<file path="src/rtl/bitblade_pkg.sv">
// bitblade_pkg: shared precision codes, sequencer state encoding and config helpers
package bitblade_pkg;

    localparam logic [1:0] PREC_2B  = 2'b00;
    localparam logic [1:0] PREC_4B  = 2'b01;
    localparam logic [1:0] PREC_8B  = 2'b10;
    localparam logic [1:0] PREC_ILL = 2'b11;

    localparam logic [1:0] ST_IDLE  = 2'd0;
    localparam logic [1:0] ST_RUN   = 2'd1;
    localparam logic [1:0] ST_DRAIN = 2'd2;
    localparam logic [1:0] ST_HOLD  = 2'd3;

    function automatic logic prec_legal(input logic [3:0] prec);
        return prec[3:2] != PREC_ILL && prec[1:0] != PREC_ILL;
    endfunction

endpackage

</file>
<file path="src/rtl/bitblade_lat_cnt.sv">
// bitblade_lat_cnt: loadable down-counter that flags expiry at zero
//   clk, rst_n : clock, async active-low reset
//   load       : load load_val (wins over en)
//   load_val   : value to load
//   en         : count down one step per cycle, saturating at zero
//   expire     : count is zero
module bitblade_lat_cnt #(
    parameter int W = 2
) (
    input  logic         clk,
    input  logic         rst_n,
    input  logic         load,
    input  logic [W-1:0] load_val,
    input  logic         en,
    output logic         expire
);

    logic [W-1:0] cnt;

    always_ff @(posedge clk or negedge rst_n)
        if (!rst_n)
            cnt <= '0;
        else if (load)
            cnt <= load_val;
        else if (en && cnt != '0)
            cnt <= cnt - W'(1);

    assign expire = cnt == '0;

endmodule

</file>
<file path="src/rtl/bitblade_seq_ctrl.sv">
// bitblade_seq_ctrl: job sequencer feeding operand beats to the BitBlade PE datapath
//   cfg_*      : job config handshake (prec code, beats per group, group count), cfg_err on reject
//   in_*       : operand beat stream, accepted only in RUN
//   Precision, I_out, W_out, issue_valid, acc_clr, acc_en : registered datapath drive
//   out_valid/out_ready : per-group result handshake; done pulses on the last one
//   busy       : job in progress
module bitblade_seq_ctrl
    import bitblade_pkg::*;
#(
    parameter int DATA_W   = 32,
    parameter int LEN_W    = 16,
    parameter int GRP_W    = 8,
    parameter int PIPE_LAT = 2
) (
    input  logic              clk,
    input  logic              rst_n,
    input  logic              cfg_valid,
    output logic              cfg_ready,
    input  logic [3:0]        cfg_prec,
    input  logic [LEN_W-1:0]  cfg_len,
    input  logic [GRP_W-1:0]  cfg_grps,
    input  logic              in_valid,
    output logic              in_ready,
    input  logic [DATA_W-1:0] in_i,
    input  logic [DATA_W-1:0] in_w,
    output logic [3:0]        Precision,
    output logic [DATA_W-1:0] I_out,
    output logic [DATA_W-1:0] W_out,
    output logic              issue_valid,
    output logic              acc_clr,
    output logic              acc_en,
    output logic              out_valid,
    input  logic              out_ready,
    output logic              busy,
    output logic              done,
    output logic              cfg_err
);

    localparam int LAT_W = $clog2(PIPE_LAT + 1);

    logic [1:0]       state;
    logic [LEN_W-1:0] len, beat_cnt;
    logic [GRP_W-1:0] grps, grp_cnt;
    logic             accept, cfg_ok, last_beat, last_grp, lat_expire;

    assign cfg_ready = state == ST_IDLE;
    assign in_ready  = state == ST_RUN;
    assign busy      = state != ST_IDLE;
    assign acc_en    = issue_valid;
    assign accept    = in_valid && in_ready;
    assign cfg_ok    = prec_legal(cfg_prec) && cfg_len != '0 && cfg_grps != '0;
    assign last_beat = beat_cnt == len - LEN_W'(1);
    assign last_grp  = grp_cnt == grps - GRP_W'(1);

    // Loaded on the last accept so that, counting the issue cycle itself,
    // HOLD is entered PIPE_LAT+1 edges after that accept.
    bitblade_lat_cnt #(.W(LAT_W)) u_lat (
        .clk      (clk),
        .rst_n    (rst_n),
        .load     (accept && last_beat),
        .load_val (LAT_W'(PIPE_LAT)),
        .en       (state == ST_DRAIN),
        .expire   (lat_expire)
    );

    always_ff @(posedge clk or negedge rst_n) begin
        if (!rst_n) begin
            state       <= ST_IDLE;
            Precision   <= '0;
            I_out       <= '0;
            W_out       <= '0;
            issue_valid <= 1'b0;
            acc_clr     <= 1'b0;
            out_valid   <= 1'b0;
            done        <= 1'b0;
            cfg_err     <= 1'b0;
            len         <= '0;
            grps        <= '0;
            beat_cnt    <= '0;
            grp_cnt     <= '0;
        end else begin
            issue_valid <= accept;
            acc_clr     <= accept && beat_cnt == '0;
            cfg_err     <= cfg_ready && cfg_valid && !cfg_ok;
            done        <= 1'b0;
            if (accept) begin
                I_out <= in_i;
                W_out <= in_w;
            end
            case (state)
                ST_IDLE:
                    if (cfg_valid && cfg_ok) begin
                        Precision <= cfg_prec;
                        len       <= cfg_len;
                        grps      <= cfg_grps;
                        beat_cnt  <= '0;
                        grp_cnt   <= '0;
                        state     <= ST_RUN;
                    end
                ST_RUN:
                    if (accept) begin
                        beat_cnt <= last_beat ? '0 : beat_cnt + LEN_W'(1);
                        state    <= last_beat ? ST_DRAIN : ST_RUN;
                    end
                ST_DRAIN:
                    if (lat_expire) begin
                        out_valid <= 1'b1;
                        state     <= ST_HOLD;
                    end
                default:
                    if (out_ready) begin
                        out_valid <= 1'b0;
                        grp_cnt   <= grp_cnt + GRP_W'(1);
                        done      <= last_grp;
                        state     <= last_grp ? ST_IDLE : ST_RUN;
                    end
            endcase
        end
    end

endmodule

</file>
<file path="config.mk">
export PLATFORM = sky130hd
export DESIGN_NAME = bitblade_seq_ctrl
export DESIGN_NICKNAME = d
export VERILOG_FILES = /design/src/rtl/bitblade_pkg.sv /design/src/rtl/bitblade_lat_cnt.sv /design/src/rtl/bitblade_seq_ctrl.sv
export SDC_FILE = /design/constraint.sdc
export NUM_CORES = 1
export LEC_CHECK = 0
export CAP_MARGIN = 15
export CORE_MARGIN = 10
export CORE_UTILIZATION = 40
export DETAILED_ROUTE_END_ITERATION = 10
export PLACE_DENSITY = 0.72
export SETUP_SLACK_MARGIN = 0.4
export SYNTH_ARGS = -nofsm -noshare
export SYNTH_HDL_FRONTEND = slang
export SYNTH_SLANG_ARGS = --single-unit
</file>
<file path="constraint.sdc">
create_clock -name clk -period 3.9 [get_ports clk]
set_input_delay 0.39 -clock clk [delete_from_list [all_inputs] [get_ports clk]]
set_output_delay 0.39 -clock clk [all_outputs]
set_load 0.05 [all_outputs]
</file>
Word-level counts from Yosys, hierarchy flattened
Index checks and enable logic that the tools add are counted.
- register bits: 125
- bits of input ports: 97
- output and inout port bits: 77
- word-level logic and storage cells: 82
- $add $sub $neg: 5
- equality and inequality tests: 9
- mux-type cells: 21
- bitwise logic cells: 2
- reductions and logical operators: 31
- operator list (kind ; count):
    $mux W16 ; 3
    $pmux W16 S2 ; 1
    $add A16 B1 Y16 const B ; 1
    $eq A16 B16 Y1 ; 1
    $logic_not A16 Y1 ; 1
    $mux W8 ; 2
    $pmux W8 S2 ; 1
    $reduce_bool A16 Y1 ; 1
    $sub A16 B1 Y16 const B ; 1
    $mux W2 ; 7
    $reduce_bool A2 Y1 ; 6
    $logic_and A1 B1 Y1 ; 10
    $reduce_and A3 Y1 ; 3
    $add A8 B1 Y8 const B ; 1
    $eq A8 B8 Y1 ; 1
    $reduce_bool A8 Y1 ; 1
    $sub A8 B1 Y8 const B ; 1
    $ne A2 B2 Y1 const B ; 3
    $pmux W2 S3 ; 1
    $mux W1 ; 5
    $logic_not A2 Y1 ; 2
    $ne A2 B1 Y1 const B ; 2
    $reduce_and A4 Y1 ; 1
    $reduce_bool A4 Y1 ; 1
    other kinds (9) ; 11

Depth between registers and ports, before layout
- depth in word-level cells: 7
- gate-level depth with buffers: 12
- gate-level depth less buffers: 9

Hierarchy
From an unflattened synthesis, not the netlist that was laid out.
- cell total of the unflattened synthesis: 544
- area, all modules: 6214.7 um2
- by module, submodules not included (module ; times used ; cells each ; area each (um2) ; sequential area each (um2)):
    bitblade_seq_ctrl ; 1 ; 531 ; 6082.1 ; 3078.0
    bitblade_lat_cnt ; 1 ; 13 ; 132.6 ; 50.0

Worst setup path before layout
Ideal clock, no wire load.
- path type: register to register
- start: register len[0]
- end: register state[0]
- library setup time: 131 ps
- data arrival time: 2695 ps
- path slack: 1074 ps
- stages on the path, launching flop included: 12
- buffers on the path: 2
- cells stage by stage: dfrtp_1 -> clkbuf_1 -> inv_1 -> ha_1 -> buf_2 -> or4b_4 -> nor4b_4 -> nor4_2 -> a2111oi_4 -> o2111ai_2 -> nor3b_1 -> or3_1
- word-level cells in the longest chain between the ends: 5
- ends and longest elaborated chain (element ; line ; source):
    from (decl) ; bitblade_seq_ctrl.sv:42 ; logic [LEN_W-1:0] len, beat_cnt;
    from (signal assigned) ; bitblade_seq_ctrl.sv:94 ; len <= cfg_len;
    $sub A16 B1 Y16 ; bitblade_seq_ctrl.sv:52 ; assign last_beat = beat_cnt == len - LEN_W'(1);
    $eq A16 B16 Y1 ; bitblade_seq_ctrl.sv:52 ;
    $mux W2 ; bitblade_seq_ctrl.sv:103 ; state <= last_beat ? ST_DRAIN : ST_RUN;
    $mux W2 ; bitblade_seq_ctrl.sv:101 ; if (accept) begin
    $pmux W2 S3 ; bitblade_seq_ctrl.sv:90 ; case (state)
    to (signal assigned) ; bitblade_seq_ctrl.sv:103 ;
    to (signal assigned) ; bitblade_seq_ctrl.sv:115 ; state <= last_grp ? ST_IDLE : ST_RUN;
    to (decl) ; bitblade_seq_ctrl.sv:41 ; logic [1:0] state;
No other way between the ends. The select of a mux whose other input is x is not followed.
A chain may end at the register's enable or synchronous reset.

Worst setup path after layout
- start: register len[0]
- end: register beat_cnt[15]
- word-level cells in the longest chain between the ends: 5
- ends and longest elaborated chain (element ; line ; source):
    $sub A16 B1 Y16 ; bitblade_seq_ctrl.sv:52 ;
    $eq A16 B16 Y1 ; bitblade_seq_ctrl.sv:52 ;
    $mux W16 ; bitblade_seq_ctrl.sv:102 ; beat_cnt <= last_beat ? '0 : beat_cnt + LEN_W'(1);
    $mux W16 ; bitblade_seq_ctrl.sv:101 ;
    $pmux W16 S2 ; bitblade_seq_ctrl.sv:90 ;
    to (signal assigned) ; bitblade_seq_ctrl.sv:102 ;
    to (decl) ; bitblade_seq_ctrl.sv:42 ;
No other way between the ends. The select of a mux whose other input is x is not followed.

==> flow_metrics.env <==
export IMPL_outcome="completed"
export IMPL_path_max_fanout=19
export IMPL_drcViolationCount=0
export IMPL_nNetsFinal=842
export IMPL_p_total_mw=8.026
export IMPL_yosysTopAreaCellShare_pct=48.54
export IMPL_mappedNetlistArea_um2=6444
export IMPL_synth_avg_cell_area_um2=11.32
export IMPL_cts_buffer_depth=2
export IMPL_io_pins=174
export IMPL_worst_slew_pin_transition_ns=1.067
export IMPL_design_area_um2=8941
export IMPL_grt_usage_pct=18.03
export IMPL_core_area_um2=15830
export IMPL_drive_above_1_share_pct=19.44
export IMPL_cts_tree="yes"
export IMPL_initial_core_util_pct=40.71
export IMPL_synth_area_leaders="dfrtp_1, mux2_2, xnor2_1"
export IMPL_yosys_cell_types_count=62
export IMPL_antenna_found_initial=1
export IMPL_layout_worst_path_cycle_share_pct=81.95
export IMPL_final_util_pct=56.49
export IMPL_pwr_share_seq_pct=30.3
export IMPL_overflow=0
export IMPL_period_needed_ns=3.196
export IMPL_antenna_cells=0
export IMPL_endpoint_kind="flop"
export IMPL_routed_wirelength_um=19160
export IMPL_setup_violations=0
export IMPL_cts_resized_gates=0
export IMPL_slowest_delay_ns=0.51
export IMPL_dr_total_vias=5218
export IMPL_power_density_nw_per_um2=897.6
export IMPL_row_count=46
export IMPL_clock_sinks=125
export IMPL_peakVddDrop_uv=714.5
export IMPL_synth_seq_area_share_pct=48.54
export IMPL_p_comb_share_pct=50.7
export IMPL_clock_latency_ns=0.42
export IMPL_synthArstFlopShare_pct=100.0
export IMPL_fmax_ghz=0.3129
export IMPL_finalClockSkew_ns=0.009542
export IMPL_top_usage_layer="met2"
export IMPL_clockRootBuffer="clkbuf_16"
export IMPL_power_leakage_nw=3.590
export IMPL_synthCells=569
export IMPL_dp_final_hpwl_um=14290
export IMPL_hold_violations=0
export IMPL_dieArea_um2=21590
export IMPL_grt_max_degree=76
export IMPL_die_h_um=146.9
export IMPL_port_buffers=173
export IMPL_grtUsageMet3_pct=10.75
export IMPL_met1_usage_pct=19.42
export IMPL_wl_per_cell_um=19.92
export IMPL_hp_class="input port to async pin"
export IMPL_fin_hold_ws_ns=0.01778
export IMPL_critPathLaunchType="flop"
export IMPL_grt_pass1_vias=5546
export IMPL_cap_violations=0
export IMPL_tns_ns=0
export IMPL_ys_ff_latch=125
export IMPL_vias_per_cell=5.424
export IMPL_internal_power_mw=4.382
export IMPL_dpl_cell_area_um2=8374
export IMPL_required_ns=4.14
export IMPL_cts_buffers=17
export IMPL_cts_clk_slew_worst_paths_ns=0.06
export IMPL_fillCellCount=1303
export IMPL_cpMaxStageDelayCell="or4b_4"
export IMPL_cts_setup_buffers=0
export IMPL_drtIter0Drc=326
export IMPL_areaGrowthSynthToFinish_pct=38.76
export IMPL_grt_pass1_wl_um=31250
export IMPL_h_tree_depth=4
export IMPL_syn_nets=677
export IMPL_dr_pass1_iters=5
export IMPL_swShare_pct=45.40
export IMPL_power_switching_mw=3.644
export IMPL_cts_hold_buf=0
export IMPL_critPathKind="flop to flop"
export IMPL_dp_cells=931
export IMPL_yosys_area_top_type="dfrtp_1"
export IMPL_place_gp_congestion=0.9085
export IMPL_max_slew_margin_rel_pct=28.87
export IMPL_ys_warn_count=0
export IMPL_synth_flop_cell="dfrtp_1"
export IMPL_grt_util_met2_pct=29.76
export IMPL_die_w_um=146.9
export IMPL_pwr_share_clk_pct=19.1
export IMPL_slew_violations=0
export IMPL_synth_edff_count=0
export IMPL_final_antenna_net_count=0
export IMPL_cp_arrival_ns=3.43
export IMPL_post_place_ws_ns=0.7317
export IMPL_rsz0062_at_grt="no"
export IMPL_final_cells=962
export IMPL_crit_chain="inv_1 -> ha_1 -> or4b_4 -> nor4b_4 -> nor4_2 -> a2111oi_4 -> o2111ai_2 -> buf_4 -> nor2_4 -> a211oi_1"
export IMPL_final_setup_worst_slack_ns=0.7040
## final timing paths
check	cells after the start	startpoint	end	slack (ns)
worst max-delay path	10	len[0]	beat_cnt[15]	0.70
worst min-delay path	1	rst_n	beat_cnt[8]	0.02
worst max register to register	10	len[0]	beat_cnt[15]	0.70
worst min register to register	1	W_out[7]	W_out[7]	0.51
max in group asynchronous	2	rst_n	I_out[10]	3.02
min in group clk	1	W_out[7]	W_out[7]	0.51
## sequential cells by signal (all words and copies together) (netlist names)
register	cells
acc_en	1
grps	8
Precision	4
cfg_err	1
len	16
I_out	32
grp_cnt	8
beat_cnt	16
state	2
out_valid	1
W_out	32
acc_clr	1
done	1
u_lat.cnt	2
## Yosys cell counts (all sizes together), types with 3 or more instances
library cell and n:
a211oi 7, nor4b 4, nor2b 3, a22o 11
o31ai 3, buf 10, nor2 27, dfrtp 125
o21ai 16, nand3 13, xnor2 20, a21oi 20
a2111oi 3, o211ai 4, nand2b 5, a31oi 7
or3 3, nand2 24, clkbuf 24, mux2 93
xor2 15, ha 11, a21o 3, or4 6
nand4b 4, inv 21, nand4 12, nor3 14
and3 10, nor4 23, nor3b 3
## layout make-up
cell class	instances	area [um^2]	area share, %
sequential	125	3128	34.98
tap	216	270.3	3.023
clock buffer	20	456.7	5.108
multi-input combinational	389	3090	34.56
timing repair buffer	180	1807	20.21
inverter	21	78.83	0.8816
clock inverter	11	110.1	1.231
## power by group through the flow
stage | clock network, mW | logic (mW) | registers [mW]
after floorplan | 0 | 1.91 | 3.27
after global placement | 0 | 4.01 | 2.40
after detailed placement | 0 | 4.07 | 2.43
after CTS | 1.56 | 4.09 | 2.43
after global routing | 1.63 | 4.36 | 2.52
final | 1.53 | 4.07 | 2.43
## worst max-delay path, delay by kind of cell (launching register included)
kind                       cells  cell delay [ns]
and+or+nand+nor                4             1.21
AOI/OAI and AO/OA              3             0.67
DFF                            1             0.48
buffers and inverters          2             0.33
adders and majority gates      1             0.31
## placed cells by master (no fill, tap or decap), types with 6 or more instances in the layout
| cell type | synthesis | layout |
|---|---|---|
| o21ai_0 | 7 | 7 |
| nand4_1 | 12 | 12 |
| nor3_1 | 14 | 14 |
| nand2_1 | 24 | 24 |
| nor4_1 | 19 | 19 |
| clkdlybuf4s50_1 | 0 | 172 |
| clkbuf_16 | 0 | 17 |
| nor2_1 | 26 | 26 |
| mux2_2 | 93 | 93 |
| a31oi_1 | 7 | 7 |
| a21oi_1 | 20 | 20 |
| o21ai_1 | 9 | 9 |
| nand3_1 | 13 | 13 |
| buf_4 | 2 | 6 |
| a22o_1 | 11 | 11 |
| xor2_1 | 15 | 15 |
| inv_1 | 21 | 21 |
| a211oi_1 | 6 | 6 |
| and3_1 | 10 | 10 |
| xnor2_1 | 20 | 20 |
| ha_1 | 11 | 11 |
| dfrtp_1 | 125 | 125 |
## cell families (layout without fill, tap and decap cells)
logic type | Yosys count | count (layout) | synth area share, %
AOI/OAI and AO/OA | 87 | 87 | 9.495
adders and majority gates | 11 | 11 | 2.136
muxes | 95 | 95 | 16.56
DFF | 125 | 125 | 48.54
and+or+nand+nor | 161 | 161 | 14.99
xor gates and xnor gates | 35 | 35 | 4.757
buffers and inverters | 55 | 232 | 3.515
## routing by layer
| layer | wire length, um | vias to the layer above |
|---|---|---|
| met5 | 13 | - |
| met4 | 238 | 2 |
| met1 | 7271 | 2572 |
| met3 | 2322 | 24 |
| li1 | - | 2411 |
| met2 | 9318 | 209 |
(Power assumes the default switching activity.)
